===== src/rtl/board_input_reader.sv =====
// board_input_reader: synchronizes and debounces board SW/KEY, latches key-press events and counts presses behind a 4-register read port.
// Ports: clock, reset (async active-low); SW[9:0], KEY[3:0] raw asynchronous inputs (KEY active-low);
//        rd_req/rd_addr[1:0] single-cycle read strobe and register select; rd_data[31:0]/rd_valid response one cycle later.
// Macro SW_DEBOUNCE_EN: when defined SW is debounced like KEY, otherwise SW is only synchronized.
module board_input_reader #(
  parameter int DEBOUNCE_CYCLES = 50000,
  parameter int CNT_W           = 16
) (
  input  logic        clock,
  input  logic        reset,
  input  logic [9:0]  SW,
  input  logic [3:0]  KEY,
  input  logic        rd_req,
  input  logic [1:0]  rd_addr,
  output logic [31:0] rd_data,
  output logic        rd_valid
);
  localparam logic [CNT_W-1:0] LAST = CNT_W'(DEBOUNCE_CYCLES - 1);
  logic [9:0]       sw_s1_q, sw_s2_q, sw_db;
  logic [3:0]       key_s1_q, key_s2_q, key_db_q, key_db_d, fall;
  logic [CNT_W-1:0] kcnt_q [4];
  logic [CNT_W-1:0] kcnt_d [4];
  logic [3:0]       evt_q, evt_d, clr;
  logic [15:0]      press_q, press_d;
  logic [31:0]      rd_data_q, rd_data_d;
  logic             rd_valid_q;

  // A bit flips only after its synced value has differed for DEBOUNCE_CYCLES
  // consecutive cycles; any agreeing cycle restarts the count.
  always_comb begin
    key_db_d = key_db_q;
    for (int i = 0; i < 4; i++) begin
      kcnt_d[i] = '0;
      if (key_s2_q[i] != key_db_q[i]) begin
        if (kcnt_q[i] == LAST) key_db_d[i] = key_s2_q[i];
        else kcnt_d[i] = kcnt_q[i] + CNT_W'(1);
      end
    end
  end

`ifdef SW_DEBOUNCE_EN
  logic [9:0]       sw_db_q, sw_db_d;
  logic [CNT_W-1:0] scnt_q [10];
  logic [CNT_W-1:0] scnt_d [10];
  always_comb begin
    sw_db_d = sw_db_q;
    for (int i = 0; i < 10; i++) begin
      scnt_d[i] = '0;
      if (sw_s2_q[i] != sw_db_q[i]) begin
        if (scnt_q[i] == LAST) sw_db_d[i] = sw_s2_q[i];
        else scnt_d[i] = scnt_q[i] + CNT_W'(1);
      end
    end
  end
  always_ff @(posedge clock or negedge reset) begin
    if (!reset) begin
      sw_db_q <= '0;
      for (int i = 0; i < 10; i++) scnt_q[i] <= '0;
    end else begin
      sw_db_q <= sw_db_d;
      for (int i = 0; i < 10; i++) scnt_q[i] <= scnt_d[i];
    end
  end
  assign sw_db = sw_db_q;
`else
  assign sw_db = sw_s2_q;
`endif

  // Events come from the debounced next state so a press is registered in the
  // same cycle the debounced bit falls; a concurrent read-clear loses to it.
  always_comb begin
    fall    = key_db_q & ~key_db_d;
    clr     = (rd_req && rd_addr == 2'd2) ? evt_q : 4'b0;
    evt_d   = (evt_q & ~clr) | fall;
    press_d = press_q;
    for (int i = 0; i < 4; i++) press_d = press_d + {15'b0, fall[i]};
    rd_data_d = !rd_req          ? rd_data_q :
                rd_addr == 2'd0  ? {22'b0, sw_db} :
                rd_addr == 2'd1  ? {28'b0, ~key_db_q} :
                rd_addr == 2'd2  ? {28'b0, evt_q} :
                                   {16'b0, press_q};
  end

  always_ff @(posedge clock or negedge reset) begin
    if (!reset) begin
      sw_s1_q    <= '0;
      sw_s2_q    <= '0;
      key_s1_q   <= 4'hF;
      key_s2_q   <= 4'hF;
      key_db_q   <= 4'hF;
      for (int i = 0; i < 4; i++) kcnt_q[i] <= '0;
      evt_q      <= '0;
      press_q    <= '0;
      rd_data_q  <= '0;
      rd_valid_q <= 1'b0;
    end else begin
      sw_s1_q    <= SW;
      sw_s2_q    <= sw_s1_q;
      key_s1_q   <= KEY;
      key_s2_q   <= key_s1_q;
      key_db_q   <= key_db_d;
      for (int i = 0; i < 4; i++) kcnt_q[i] <= kcnt_d[i];
      evt_q      <= evt_d;
      press_q    <= press_d;
      rd_data_q  <= rd_data_d;
      rd_valid_q <= rd_req;
    end
  end

  assign rd_data  = rd_data_q;
  assign rd_valid = rd_valid_q;
endmodule


===== config.mk =====
export PLATFORM = sky130hd
export DESIGN_NAME = board_input_reader
export DESIGN_NICKNAME = d
export VERILOG_FILES = /design/src/rtl/board_input_reader.sv
export SDC_FILE = /design/constraint.sdc
export NUM_CORES = 1
export LEC_CHECK = 0
export CORE_MARGIN = 10
export CORE_UTILIZATION = 35
export CTS_CLUSTER_DIAMETER = 80
export DETAILED_ROUTE_END_ITERATION = 10
export PLACE_DENSITY_LB_ADDON = 0.25
export SLEW_MARGIN = 5
export SYNTH_ARGS = -nofsm -noshare
export SYNTH_HDL_FRONTEND = slang
export SYNTH_SLANG_ARGS = --single-unit

===== constraint.sdc =====
create_clock -name clock -period 10.24 [get_ports clock]
set_clock_uncertainty 0.1 [all_clocks]
set_input_delay 1.536 -clock clock [delete_from_list [all_inputs] [get_ports clock]]
set_output_delay 1.536 -clock clock [all_outputs]
set_load 0.005 [all_outputs]

* After elaboration in Yosys (flattened, before gate mapping)
Cells that the tools add are included.
** Operators by class
- $add $sub $neg :: 8
- Equal/unequal tests :: 10
- Multiplexer cells :: 20
- Bitwise gates (word level) :: 6
- Reduce and logical (&&, ||, !) cells :: 2
** Operator list (count)
- $mux 16 :: 11
- $add 16x1->16 :: 4
- $add 16x1->16 const B :: 4
- $eq 16x16->1 const B :: 4
- $not 4->4 :: 3
- $and 4x4->4 :: 2
- $mux 1 :: 8
- $mux 4 :: 1
- $ne 1x1->1 :: 4
- $or 4x4->4 :: 1
- $eq 2x1->1 const B :: 1
- $eq 2x2->1 const B :: 1
- $logic_not 2->1 :: 1
- $logic_and 1x1->1 :: 1
** Storage, ports and cells
- Register bits :: 149
- Word-level logic and storage cells :: 59

* Logic depth before layout (Yosys ltp)
Gate-level depths: netlist (run 1).
- Word-level depth :: 9
- Mapped depth :: 12
- Gate-level depth less buffers :: 11

* Worst setup path after synthesis (run 1)
Ideal clock, no wire load.
- Path kind :: register to register
- From :: register kcnt_q[5] (netlist name)
- To :: register press_q[8]
- Arrival :: 3.392 ns
- Path slack :: 6.669 ns
- Cell stages (with the launch flop) :: 12
- Clock period less this slack :: 3.571 ns
- Path through :: dfrtp_1 buf_2 nor4_1 nand3_1 nor4_1 nand3_1 fa_1 fa_1 fa_1 nor2_1 and3_1 xor2_1
** Between the ends
- Longest elaborated chain between the ends :: 6
** Ends and longest elaborated chain
- start, declared :: line 21 : logic [CNT_W-1:0] kcnt_q [4];
- $eq 16x16->1 :: line 35 : if (kcnt_q[i] == LAST) key_db_d[i] = key_s2_q[i];
- $mux 1 :: line 35
- $mux 1 :: line 34 : if (key_s2_q[i] != key_db_q[i]) begin
- $not 4->4 :: line 72 : fall = key_db_q & ~key_db_d;
- $and 4x4->4 :: line 72
- $add 16x1->16 :: line 76 : for (int i = 0; i < 4; i++) press_d = press_d + {15'b0, fall[i]};
- via press_d[8] :: line 24 : logic [15:0] press_q, press_d;
- end signal, assigned :: line 104 : press_q <= press_d;
- end, declared :: line 24
The timed path passes the listed nets, and every way through them passes these cells.
A chain may end at the register's enable or synchronous reset.

* Worst setup path after layout (run 1)
Ends and elaborated chain as after synthesis.

==> impl_metrics.yaml, run 1 <==
outcome:
  status: "completed"
cts:
  post_cts_buffers: 0
  clk_path_buf_depth: 2
  cts_tree: "yes"
  clk_latency_ns: 0.41
  root_buffer: "clkbuf_16"
  h-tree-depth: 4
  cts_buffers: 17
  cts.repair.resized: 0
  path_clk_slew_ns: 0.06
  clock-sinks: 133
  hold_buffers: 0
synth:
  synth_area_per_cell_um2: 11.09
  ys_types: 39
  post-synth-top-area-fraction_pct: 51.73
  synth-main-ff-cell: "dfrtp_1"
  synth_cells: 528
  ys_ff_latch: 133
  yosysMostFrequentCell: "dfrtp_1"
  ys_async_sr_fraction_pct: 100.0
  yosysTopAreaCell: "dfrtp_1"
  synth_edf_count: 0
  synth-warning-count: 0
  syn_area_um2: 5853
  post_synth_most_frequent_cells: "121 x dfrtp_1, 74 x nor2_1, 49 x xnor2_1"
  synth-seq-area-share_pct: 57.12
  synth_area_leaders: "dfrtp_1 52%, xnor2_1 7.3%, dfstp_2 5.4%, nor2_1 4.7%, xor2_1 3.3%"
min_path:
  min_to: "sw_db[7]"
  worstHoldStart: "sw_s1_q[7]"
  min_path_type: "register to register"
  hold_depth: 0
timing:
  max_freq_mhz: 251.0
  maxSlewHeadroom_pct: 27.83
  fin_crit_sh_pct: 38.90
  hold_ws_ns: 0.2476
  hold_viol: 0
  period_minus_slack_ns: 3.984
  tightest_slew_ns: 1.079
  setup_viol: 0
  slew_violations: 0
  rsz0062_at_grt: "false"
  fin_tns_setup_ns: 0
layout:
  final_net_count: 598
  fin_cells: 804
  fin_util_pct: 42.61
  area_growth_pct: 19.86
  diodes: 0
  drive_gt1_share_pct: 10.45
global_routing:
  grt_pass1_wl_um: 18750
  grt_pass1_vias: 3911
  grt-ovfl-total: 0
  antenna_found_initial: 0
  track_usage_pct: 10.35
  grt_max_degree: 70
power_and_ir_drop:
  p_leak_uw: 0.002910
  ir_drop_mv: 0.1154
  p_per_area_nw_per_um2: 178.9
  finalPower_uw: 1255
setup_path:
  required_ns: 10.48
  worstSetupStartpointType: "register"
  ff2ff_path_depth: 10
  endpoint_kind: "register"
  path_class: "register to register"
  timing.rr.end: "press_q[8]"
  worstPathArrival_ns: 4.22
  worstReg2RegStart: "kcnt_q[5]"
  reg2reg_setup_slack_ns: 6.26
  critPathMaxFanout: 8
detailed_routing:
  drtIter0Drc: 155
  ant_nets: 0
  wire_per_inst_um: 13.59
  wl_um: 10930
  num_vias: 3813
  via_per_inst: 4.743
  drt_pre_antenna_iters: 4
  drcViolationCount: 0
job:
  cap_violations: 0
floorplan:
  io_pins: 52
  dieArea_um2: 22300
  chipWidth_um: 149.3
  rows: 47
  placeableCoreArea_um2: 16470
  start_util_pct: 35.55
  die_h_um: 149.3
placed_design:
  port_buffers: 35
  gp_congestion: 0.8232
  dp.final_hpwl_um: 7523
  placed_cells: 772
## worst max-delay path by stage
stage | cells after the start | endpoint | slack, ns | start
finish | 10 | press_q[8] | 6.26 | kcnt_q[5]
global route | 10 | press_q[8] | 6.00 | kcnt_q[5]
CTS | 10 | press_q[8] | 6.28 | kcnt_q[5]
detailed placement | 10 | press_q[8] | 6.30 | kcnt_q[5]
global placement | 10 | press_q[8] | 6.35 | kcnt_q[5]
floorplan | 11 | press_q[8] | 6.67 | kcnt_q[5]
## kinds of logic (layout without fill, tap and decap cells)
family | Yosys count | after routing | synth area share [%]
simple gates | 223 | 223 | 19.37
flops | 133 | 133 | 57.12
xor+xnor | 71 | 71 | 10.62
buf+inv | 53 | 94 | 4.532
compound gates | 27 | 27 | 3.142
mux | 12 | 12 | 3.057
fa+ha+maj | 8 | 8 | 2.095
other cells | 1 | 16 | 0.06407
## critical path, stage by stage, from the launching register on
cell and delay, ns:
dfrtp_1 0.46, nor4_1 0.32, nand3_1 0.21, nor4_1 0.58, nand3_1 0.18, fa_1 0.48
fa_1 0.44, fa_1 0.45, nor2_1 0.32, and3_1 0.22, xor2_1 0.14
## state kept, by name, indices dropped and copies added (netlist names)
| register | count |
|---|---|
| rd_data | 16 |
| key_s1_q | 4 |
| press_q | 16 |
| key_db_q | 4 |
| kcnt_q | 64 |
| sw_s1_q | 10 |
| evt_q | 4 |
| key_s2_q | 4 |
| rd_valid | 1 |
| sw_db | 10 |
## cell usage in the layout (no fill, tap or decap), drive strengths merged, types with 2 or more instances in the layout
cell type | synthesis | layout
xor2 | 22 | 22
mux4 | 4 | 4
a21oi | 10 | 10
xnor2 | 49 | 49
clkinvlp | 0 | 3
nor2 | 74 | 74
nor4 | 16 | 16
nor3 | 11 | 11
nor4b | 4 | 4
nor4bb | 4 | 4
and4 | 5 | 5
dfrtp | 121 | 121
clkbuf | 8 | 17
and3 | 10 | 10
nand4 | 20 | 20
ha | 5 | 5
or4 | 2 | 2
nand3 | 35 | 35
bufinv | 0 | 4
inv | 26 | 33
buf | 19 | 2
or3 | 6 | 6
clkdlybuf4s50 | 0 | 34
a22oi | 6 | 6
fa | 3 | 3
mux2 | 7 | 7
nand2b | 2 | 2
conb | 1 | 16
dfstp | 12 | 12
nand2 | 30 | 30
o21ai | 8 | 8
## through the flow
stage	setup slack (ns)	area, µm²
CTS	6.277	7015
finish	6.256	7015
detailed placement	6.299	6372
floorplan	6.669	5909
global route	6.003	7015
global placement	6.354	6372
## report_power, final
group	switching [µW]	internal [µW]	total (µW)
Clock	240	415	655
Sequential	9.39	541	550
Combinational	28.1	22.2	50.4
## metal layers
metal / GRT usage, % / vias up / share of wire (%)
li1: - / 1878 / -
met4: 4.661 / 0 / 1.4
met3: 3.337 / 13 / 6.0
met2: 15.79 / 69 / 46
met1: 13.12 / 1853 / 46
met5: 0 / - / 0
## final cells by class
class	count	area, µm²
repair buffers	36	355.3
multi-input cells	357	2301
clock buffers	17	425.4
well taps	220	275.3
clock inverters	15	217.7
inverters	26	97.59
fillers	1569	9450
flip-flops and latches	133	3343
Power figures use the tool's default switching activity.
==> run 2: changes to the inputs <==
==> constraint.sdc (replaced) <==
create_clock -name clock -period 3.9 [get_ports clock]
set_clock_uncertainty 0.1 [all_clocks]
set_input_delay 0.585 -clock clock [delete_from_list [all_inputs] [get_ports clock]]
set_output_delay 0.585 -clock clock [all_outputs]
set_load 0.005 [all_outputs]
==> impl_metrics.yaml, run 2 (synthesis results as in run 1) <==
placed_design:
  dp.final_hpwl_um: 7702
  port_buffers: 35
  dpl_cell_area_um2: 6430
  gp_congestion: 0.7969
  place_ws_ns: 0.1519
layout:
  area_growth_pct: 22.45
  layout_commonest_cell: "dfrtp_1"
  fillers: 1536
  multiInputGateArea_um2: 2315
  fin_util_pct: 43.53
  final_net_count: 604
  drive_gt1_share_pct: 11.19
  diodes: 0
  register_area_um2: 3343
  layout_common_cells: "121 x dfrtp_1, 73 x nor2_1, 49 x xnor2_1"
  final_cell_area_um2: 7167
  regMostFlops: "kcnt_q"
  largest_reg_flops: 64
timing:
  fin_crit_sh_pct: 92.63
  rsz0062_at_grt: "false"
  max_freq_mhz: 276.8
  hold_viol: 0
  tightest_slew_ns: 0.8917
  setup_slack_ns: 0.2875
  period_minus_slack_ns: 3.612
  maxSlewHeadroom_pct: 40.35
  fin_tns_setup_ns: 0
  setup_viol: 0
  slew_violations: 0
floorplan:
  die_h_um: 149.3
  dieArea_um2: 22300
  rows: 47
  io_pins: 52
  chipWidth_um: 149.3
  start_util_pct: 35.55
  placeableCoreArea_um2: 16470
setup_path:
  worstSetupStartpointType: "register"
  ff2ff_path_depth: 10
  worstSetupStartpoint: "kcnt_q[48]"
  worstPathArrival_ns: 3.85
  endpoint_kind: "register"
  required_ns: 4.14
  path_class: "register to register"
  critPathMaxFanout: 5
  timing.rr.end: "press_q[8]"
  reg2reg_setup_slack_ns: 0.29
  worstReg2RegStart: "kcnt_q[48]"
global_routing:
  track_usage_pct: 10.69
  antenna_found_initial: 0
  grt_pass1_wl_um: 19310
  grt-ovfl-total: 0
  grt_pass1_vias: 3919
  grt_max_degree: 60
detailed_routing:
  ant_nets: 0
  drtIter0Drc: 182
  drt_pre_antenna_iters: 4
  drcViolationCount: 0
  num_vias: 3851
  via_per_inst: 4.754
  wl_um: 11260
  wire_per_inst_um: 13.90
cts:
  post_cts_buffers: 0
  cts_tree: "yes"
  clk_latency_ns: 0.42
  hold_buffers: 0
  cts_buffers: 17
  clk_path_buf_depth: 2
  path_clk_slew_ns: 0.06
  root_buffer: "clkbuf_16"
  clock-sinks: 133
  h-tree-depth: 4
power_and_ir_drop:
  finalPower_uw: 3536
  p_per_area_nw_per_um2: 493.4
  p_leak_uw: 0.002990
  ir_drop_mv: 0.3406
job:
  cap_violations: 0
min_path:
  min_path_type: "input pin to async pin"
outcome:
  status: "completed"
-- run 2: cell count changes in the layout (fill, tap and decap cells not counted), moves of 2 or more --
cell,before,now
buf_4,2,7
bufinv_16,4,8
clkbuf_1,0,3
clkbuf_8,0,3
clkinvlp_4,3,0
inv_6,5,0
inv_8,2,0
-- run 2: critical path, stage by stage, from the launching register on --
cell     delay [ns]
dfrtp_1        0.39
ha_1           0.21
and4_1         0.27
nand4_1        0.19
or3_1          0.40
fa_1           0.52
fa_1           0.43
fa_1           0.48
nor2_4         0.20
and3_1         0.19
xor2_1         0.15
-- run 2: cell type report --
type	count	area share (%)
clock inverter	9	3.422
clock buffer	23	6.669
inverter	26	1.362
timing repair buffer	42	5.761
multi-input combinational	357	32.30
tap	220	3.841
sequential	133	46.65
-- run 2: power breakdown --
part           total [µW]  internal (µW)  switching [µW]
clock                1950           1380             575
sequential           1440           1420            24.4
combinational         137           61.3            75.6
total                3540           2860             675
-- run 2: worst max-delay path by stage --
stage | endpoint | slack, ns | cells after the start
3_3_place_gp | press_q[8] | 0.22 | 11
6_report | press_q[8] | 0.29 | 10
3_5_place_dp | press_q[8] | 0.15 | 10
4_1_cts | press_q[8] | 0.10 | 10
5_1_grt | press_q[8] | 0.03 | 10
2_1_floorplan | press_q[8] | 0.33 | 11
-- run 2: metrics by stage --
stage	instances	hold slack, ns
6_report	810	0.09953
5_1_grt	810	0.1398
4_1_cts	810	0.1158
3_5_place_dp	778	0.2347
3_3_place_gp	778	0.2335
2_1_floorplan	543	0.1894
-- run 2: what timing repair did --
| item | in CTS | in global routing |
|---|---|---|
| resized for setup | 0 | 3 |
| hold endpoints to repair | 0 | 0 |
| endpoints found under the setup margin | 0 | 4 |
-- run 2: per-layer routing --
layer,GRT usage [%],share of wire (%),vias to the layer above
met5,0,0,-
met4,4.858,1.9,0
met3,3.428,6.0,17
met2,16.13,46,83
met1,13.70,46,1883
li1,-,-,1868
